### config.mk
export PLATFORM = sky130hd
export DESIGN_NAME = pll_lock_supervisor
export DESIGN_NICKNAME = d
export VERILOG_FILES = /design/src/rtl/pll_sup_pkg.sv /design/src/rtl/sync_2ff.sv /design/src/rtl/pll_lock_supervisor.sv
export SDC_FILE = /design/constraint.sdc
export NUM_CORES = 1
export LEC_CHECK = 0
export BUFFER_PORTS_ARGS = -buffer_cell sky130_fd_sc_hd__buf_2
export CAP_MARGIN = 10
export CELL_PAD_IN_SITES_DETAIL_PLACEMENT = 1
export CELL_PAD_IN_SITES_GLOBAL_PLACEMENT = 1
export CORE_MARGIN = 1.5
export CORE_UTILIZATION = 44
export CTS_CLUSTER_DIAMETER = 50
export CTS_CLUSTER_SIZE = 40
export DETAILED_ROUTE_END_ITERATION = 8
export GPL_ROUTABILITY_DRIVEN = 0
export GPL_TIMING_DRIVEN = 0
export PLACE_DENSITY_LB_ADDON = 0.1
export SYNTH_ARGS = -nofsm -noshare
export SYNTH_HDL_FRONTEND = slang
export SYNTH_SLANG_ARGS = --single-unit
### constraint.sdc
create_clock -name clk_50 -period 2.5 [get_ports clk_50]
set_input_delay 0.125 -clock clk_50 [delete_from_list [all_inputs] [get_ports clk_50]]
set_output_delay 0.125 -clock clk_50 [all_outputs]
set_load 0.005 [all_outputs]
### src/rtl/pll_sup_pkg.sv
// Shared definitions for the PLL lock supervisor: state encoding,
// status-counter saturation limits and the shared cycle-counter width.
package pll_sup_pkg;

  // State encoding, also exported on state_o for debug.
  typedef enum logic [1:0] {
    ST_RST       = 2'd0,
    ST_WAIT_LOCK = 2'd1,
    ST_STABLE    = 2'd2,
    ST_RUN       = 2'd3
  } pll_state_e;

  // Saturation limits of the two status counters.
  localparam logic [7:0] LOST_CNT_MAX  = 8'd255;
  localparam logic [3:0] RETRY_CNT_MAX = 4'd15;

  // Width of the one cycle counter shared by all timed states:
  // clog2 of the largest of the three cycle parameters (at least 1 bit).
  function automatic int cnt_width(input int a, input int b, input int c);
    int m;
    m = a;
    if (b > m) m = b;
    if (c > m) m = c;
    if (m < 2) return 1;
    return $clog2(m);
  endfunction

endpackage

### src/rtl/sync_2ff.sv
// Single-bit two-flop synchronizer with asynchronous active-low clear.
// Generic helper; the first flop may go metastable, the second is the output.
module sync_2ff (
  input  logic clk,
  input  logic rst_n,
  input  logic d,
  output logic q
);

  logic meta;

  // Shift the asynchronous input through two flops in the destination domain.
  always_ff @(posedge clk or negedge rst_n) begin
    if (!rst_n) begin
      meta <= 1'b0;
      q    <= 1'b0;
    end else begin
      meta <= d;
      q    <= meta;
    end
  end

endmodule

### src/rtl/pll_lock_supervisor.sv
// PLL lock supervisor: pulses the PLL reset, qualifies a synchronized
// 'locked', then releases the core reset; restarts on lock loss.
// Optional lock watchdog enabled by defining PLL_WATCHDOG_EN; without it
// WAIT_LOCK waits forever and lock_retry_cnt reads 0.
module pll_lock_supervisor
  import pll_sup_pkg::*;
#(
  parameter int RST_CYCLES    = 16,
  parameter int STABLE_CYCLES = 1024,
  parameter int LOCK_TIMEOUT  = 65536
) (
  input  logic       clk_50,
  input  logic       reset_n,
  input  logic       pll_locked,
  output logic       pll_areset,
  output logic       core_reset,
  output logic [7:0] lock_lost_cnt,
  output logic [3:0] lock_retry_cnt,
  output logic [1:0] state_o
);

  localparam int CW = cnt_width(RST_CYCLES, STABLE_CYCLES, LOCK_TIMEOUT);
  localparam logic [CW-1:0] RST_LAST    = CW'(RST_CYCLES - 1);
  localparam logic [CW-1:0] STABLE_LAST = CW'(STABLE_CYCLES - 1);

  logic          locked_s;
  pll_state_e    state;
  pll_state_e    state_nxt;
  logic [CW-1:0] cnt;
  logic [CW-1:0] cnt_nxt;
  logic          lost_inc;
`ifdef PLL_WATCHDOG_EN
  localparam logic [CW-1:0] TIMEOUT_LAST = CW'(LOCK_TIMEOUT - 1);
  logic          retry_inc;
`endif

  sync_2ff u_lock_sync (
    .clk   (clk_50),
    .rst_n (reset_n),
    .d     (pll_locked),
    .q     (locked_s)
  );

  // Next-state and shared-counter logic; the counter is cleared on every transition.
  always_comb begin
    state_nxt = state;
    cnt_nxt   = cnt;
    lost_inc  = 1'b0;
`ifdef PLL_WATCHDOG_EN
    retry_inc = 1'b0;
`endif
    case (state)
      ST_RST: begin
        if (cnt == RST_LAST) begin
          state_nxt = ST_WAIT_LOCK;
          cnt_nxt   = '0;
        end else begin
          cnt_nxt = cnt + 1'b1;
        end
      end
      ST_WAIT_LOCK: begin
        // Lock takes priority over a timeout on the same cycle.
        if (locked_s) begin
          state_nxt = ST_STABLE;
          cnt_nxt   = '0;
        end else begin
`ifdef PLL_WATCHDOG_EN
          if (cnt == TIMEOUT_LAST) begin
            state_nxt = ST_RST;
            cnt_nxt   = '0;
            retry_inc = 1'b1;
          end else begin
            cnt_nxt = cnt + 1'b1;
          end
`else
          cnt_nxt = '0;
`endif
        end
      end
      ST_STABLE: begin
        // A drop on the terminal-count cycle still aborts qualification.
        if (!locked_s) begin
          state_nxt = ST_WAIT_LOCK;
          cnt_nxt   = '0;
        end else if (cnt == STABLE_LAST) begin
          state_nxt = ST_RUN;
          cnt_nxt   = '0;
        end else begin
          cnt_nxt = cnt + 1'b1;
        end
      end
      ST_RUN: begin
        cnt_nxt = '0;
        if (!locked_s) begin
          state_nxt = ST_RST;
          lost_inc  = 1'b1;
        end else begin
          state_nxt = ST_RUN;
        end
      end
      default: begin
        state_nxt = ST_RST;
        cnt_nxt   = '0;
      end
    endcase
  end

  // State, counter and Moore outputs, all updated on the same edge.
  always_ff @(posedge clk_50 or negedge reset_n) begin
    if (!reset_n) begin
      state      <= ST_RST;
      cnt        <= '0;
      pll_areset <= 1'b1;
      core_reset <= 1'b1;
    end else begin
      state      <= state_nxt;
      cnt        <= cnt_nxt;
      pll_areset <= (state_nxt == ST_RST);
      core_reset <= (state_nxt != ST_RUN);
    end
  end

  // Saturating count of lock losses observed while running.
  always_ff @(posedge clk_50 or negedge reset_n) begin
    if (!reset_n) begin
      lock_lost_cnt <= 8'd0;
    end else if (lost_inc && (lock_lost_cnt != LOST_CNT_MAX)) begin
      lock_lost_cnt <= lock_lost_cnt + 8'd1;
    end
  end

`ifdef PLL_WATCHDOG_EN
  // Saturating count of watchdog-triggered PLL retries.
  always_ff @(posedge clk_50 or negedge reset_n) begin
    if (!reset_n) begin
      lock_retry_cnt <= 4'd0;
    end else if (retry_inc && (lock_retry_cnt != RETRY_CNT_MAX)) begin
      lock_retry_cnt <= lock_retry_cnt + 4'd1;
    end
  end
`else
  assign lock_retry_cnt = 4'd0;
`endif

  assign state_o = state;

endmodule

### After elaboration in Yosys (flattened, before gate mapping)

Cells that the tools add are included.

* word-level logic and storage cells: 32
* output and inout port bits: 16
* register bits after elaboration: 30
* input bits: 3

* muxes and demuxes: 12
* eq/ne operators: 7
* $add $sub $neg: 2
* reduce and logical (&&, ||, !) cells: 4

Operators by type and width (count)
* 16-bit two-way mux: 3
* 16-bit case mux with 3 select lines: 1
* 16-bit by 1-bit adder with 16-bit output (second input constant): 1
* 16-bit by 10-bit equality test with 1-bit output (second input constant): 1
* 16-bit by 4-bit equality test with 1-bit output (second input constant): 1
* 2-bit two-way mux: 5
* 8-bit by 1-bit adder with 8-bit output (second input constant): 1
* 8-bit inequality test (second input constant): 1
* 2-bit case mux with 4 select lines: 1
* 2-bit equality test (second input constant): 2
* 2-bit zero test: 2
* 2-bit by 1-bit equality test with 1-bit output (second input constant): 1
* 1-bit two-way mux: 2
* 2-bit inequality test (second input constant): 1
* 2-bit OR reduction: 1
* 1-bit logical AND: 1

### Longest topological paths before layout

* depth after elaboration: 5
* mapped depth: 6
* mapped depth without buffers: 5

### By module

Synthesis repeated with hierarchy kept, for this count alone.

* cells, all modules: 142
* area total of the unflattened synthesis: 1471.4 um^2

By module, submodules not included
* pll_lock_supervisor: cells an instance 140, area an instance 1421.4 um^2, instances 1
* sync_2ff: cells an instance 2, area an instance 50.0 um^2, instances 1

### Least setup slack after synthesis

No wires, ideal clock.

* kind: flip-flop to flip-flop
* from: register cnt[11]
* to: register cnt[12]
* path buffers: 1
* clock period less this slack: 1.902 ns
* data arrival time: 1.784 ns
* slack: 0.598 ns
* stages on the path, launching flop included: 6
* setup time: 0.119 ns
* cell sequence: dfrtp_1 > or4_4 > o41ai_4 > a2bb2oi_4 > buf_6 > nor2_1

* longest elaborated chain between the ends: 4

Ends and longest elaborated chain
* start: declaration: line pll_lock_supervisor.sv:29 `logic [CW-1:0] cnt;`
* start signal: assignment: line pll_lock_supervisor.sv:117 `cnt <= cnt_nxt;`
* 16-bit by 1-bit adder with 16-bit output or 16-bit by 10-bit equality test with 1-bit output (tied branches): line pll_lock_supervisor.sv:58, pll_lock_supervisor.sv:89, pll_lock_supervisor.sv:85
* 16-bit two-way mux: line pll_lock_supervisor.sv:85 `end else if (cnt == STABLE_LAST) begin`
* 16-bit two-way mux: line pll_lock_supervisor.sv:82 `if (!locked_s) begin`
* 16-bit case mux with 3 select lines (*): line pll_lock_supervisor.sv:52 `case (state)`
* net cnt_nxt[12]: line pll_lock_supervisor.sv:30 `logic [CW-1:0] cnt_nxt;`

The timed path passes the listed nets; every way through them passes the cells marked *.
A chain may end at the register's enable or synchronous reset.

### Worst setup path after layout

Same ends and word-level chain as after synthesis.

==> flow_summary.json <==
{
  "antenna_found_initial": 0,
  "final_cells": 208,
  "placed_area_um2": 1600,
  "tritoncts": "done",
  "fmax_ghz": 0.481,
  "rows": 20,
  "synth_warnings": 0,
  "worst_skew_pair.late_latency_ns": 0.33,
  "num_antenna_cells": 0,
  "synth_area_um2": 1460,
  "start_util_pct": 47.0,
  "fp.dieH_um": 60.6,
  "yosysUniqueCellTypes": 29,
  "track_usage_pct": 20.1,
  "hold_violations": 0,
  "cts_resized": 0,
  "p_leak_nw": 0.748,
  "ys.flop_type": "dfrtp_1",
  "routed_wl_um": 2910,
  "worstPathMaxFanout": 10,
  "via_per_inst": 5.02,
  "grt_max_degree": 31,
  "clockBufferDepth": 2,
  "cts.clk_slew.worst_paths_ns": 0.10,
  "drc": 0,
  "synth_edf_count": 0,
  "ys_seq_area_share_pct": 51.6,
  "grt_pass1_vias": 1117,
  "worst_pin_slew_ns": 0.667,
  "arrival_ns": 2.30,
  "drt_iter0_markers": 63,
  "drv_slew": 0,
  "drive_gt1_share_pct": 20.1,
  "wl_per_cell_um": 14.0,
  "cts_max_level": 2,
  "syn_inst": 137,
  "dp_hpwl_um": 2030,
  "most-common-layout-cells": "dfrtp_1 (28), nor2_1 (20), xnor2_1 (15)",
  "drt_first_pass_iters": 4,
  "syn_to_final_growth_pct": 15.1,
  "grt_use_met1_pct": 22.6,
  "hold_path_class": "primary input to async pin",
  "ir_worst_vdd_mv": 0.398,
  "die_area_um2": 3670,
  "min_period_over_period_pct": 83.2,
  "max_cap_violations": 0,
  "core_um2": 3100,
  "grt_use_met2_pct": 32.9,
  "cts_inserted_buffers": 5,
  "setup_viol": 0,
  "min_period_ns": 2.08,
  "worst_clock_skew_ns": 0.00942,
  "port_buffers": 14,
  "ff2ff_setup_slack_ns": 0.42,
  "grt_setup_unrepaired": "false",
  "relSlewSlack_pct": 55.5,
  "async_reset_ff_share_pct": 100,
  "nNetsFinal": 168,
  "layout_commonest_cell": "dfrtp_1",
  "worstSetupEndpointType": "register",
  "root_buffer": "clkbuf_4",
  "avgSynthCellArea_um2": 10.6,
  "grt_overflow": 0,
  "final_area_um2": 1680,
  "clock-sinks": 30,
  "grt_pass1_wl_um": 5170,
  "synth_seq_cells": 30,
  "whs_ns": 0.360,
  "vias": 1045,
  "path_class": "register to register",
  "postLayoutSetupSlackWorst_ns": 0.421,
  "tns_ns": 0,
  "busiest_layer": "met2",
  "die_w_um": 60.6,
  "place_inst": 198,
  "required_ns": 2.72,
  "grt_use_met3_pct": 8.10,
  "powerDensity_nw_per_um2": 757,
  "status": "finished clean",
  "pre_cts_slack_ns": 0.420,
  "start_kind": "register",
  "final_antenna_net_count": 0,
  "ioPinCount": 19
}
==> final timing paths <==
path | startpoint | to | cells after the start
setup / recovery | cnt[11] | cnt[12] | 5
hold / removal | reset_n | cnt[11] | 2
setup reg to reg | cnt[11] | cnt[12] | 5
hold reg to reg | u_lock_sync.meta | u_lock_sync.q | 0
max in group asynchronous | reset_n | cnt[15] | 2
min in group clk_50 | u_lock_sync.meta | u_lock_sync.q | 0
==> state kept, by name (all words and copies together) (netlist names) <==
register,flops
state_o,2
u_lock_sync.meta,1
u_lock_sync.q,1
pll_areset,1
cnt,16
core_reset,1
lock_lost_cnt,8
==> through the flow <==
| stage | power (mW) | utilization [%] |
|---|---|---|
| 6_report | 1.27 | 54.1 |
| 5_1_grt | 1.37 | 54.1 |
| 4_1_cts | 1.30 | 54.1 |
| 3_5_place_dp | 0.981 | 51.4 |
| 3_3_place_gp | 0.962 | 51.4 |
| 2_1_floorplan | 0.856 | - |
==> metal layers <==
| metal | vias to the layer above | routed length (µm) |
|---|---|---|
| met2 | 20 | 1530 |
| met5 | - | 0 |
| li1 | 512 | - |
| met1 | 509 | 1230 |
| met3 | 4 | 107 |
| met4 | 0 | 42 |
==> power by group <==
group	leakage (nW)	total (mW)	internal (mW)	switching, mW
registers	0.397	0.638	0.559	0.0788
clock network	0.0343	0.306	0.135	0.171
logic	0.317	0.326	0.161	0.165
total	0.748	1.27	0.855	0.415
==> kinds of logic after synthesis <==
| family | count (synthesis) | share of synthesized area, % |
|---|---|---|
| simple gates | 64 | 22.2 |
| compound gates | 5 | 5.58 |
| flops | 30 | 51.6 |
| fa+ha+maj | 2 | 1.71 |
| buf+inv | 12 | 4.63 |
| other cells | 1 | 0.257 |
| xor+xnor | 22 | 13.2 |
| mux | 1 | 0.772 |
==> what timing repair did <==
| action | in CTS | in global routing |
|---|---|---|
| endpoints found under the setup margin | 0 | 0 |
| hold buffers | 2 | 0 |
| hold endpoints to repair | 29 | 0 |
| buffers inserted | 0 | 0 |
==> Yosys cell counts (all sizes together), types with 2 or more instances <==
| cell type | count | area, µm² |
|---|---|---|
| dfrtp | 28 | 701 |
| nor2 | 20 | 75.1 |
| xnor2 | 15 | 131 |
| nand2 | 9 | 33.8 |
| nand3 | 9 | 45.0 |
| nor3 | 7 | 35.0 |
| xor2 | 7 | 61.3 |
| nor4 | 6 | 37.5 |
| buf | 5 | 41.3 |
| inv | 5 | 18.8 |
| nand4 | 5 | 31.3 |
| clkbuf | 2 | 7.51 |
| dfstp | 2 | 52.6 |
| ha | 2 | 25.0 |
| nor2b | 2 | 12.5 |
==> final cells by class <==
| class | count | area (µm²) |
|---|---|---|
| plain buffers | 7 | 48.8 |
| clock inverters | 2 | 12.5 |
| flip-flops and latches | 30 | 753 |
| inverters | 5 | 18.8 |
| fillers | 379 | 1420 |
| repair buffers | 16 | 90.1 |
| well taps | 44 | 55.1 |
| multi-input cells | 98 | 649 |
| clock buffers | 6 | 51.3 |
==> critical path, cell delays in order (launching register included) <==
cell and delay (ns):
dfrtp_1 0.43, or4_4 0.57, o41ai_4 0.45, a2bb2oi_4 0.28, buf_6 0.18, nor2_1 0.06
Note: power is estimated with default switching activity, not from simulation.
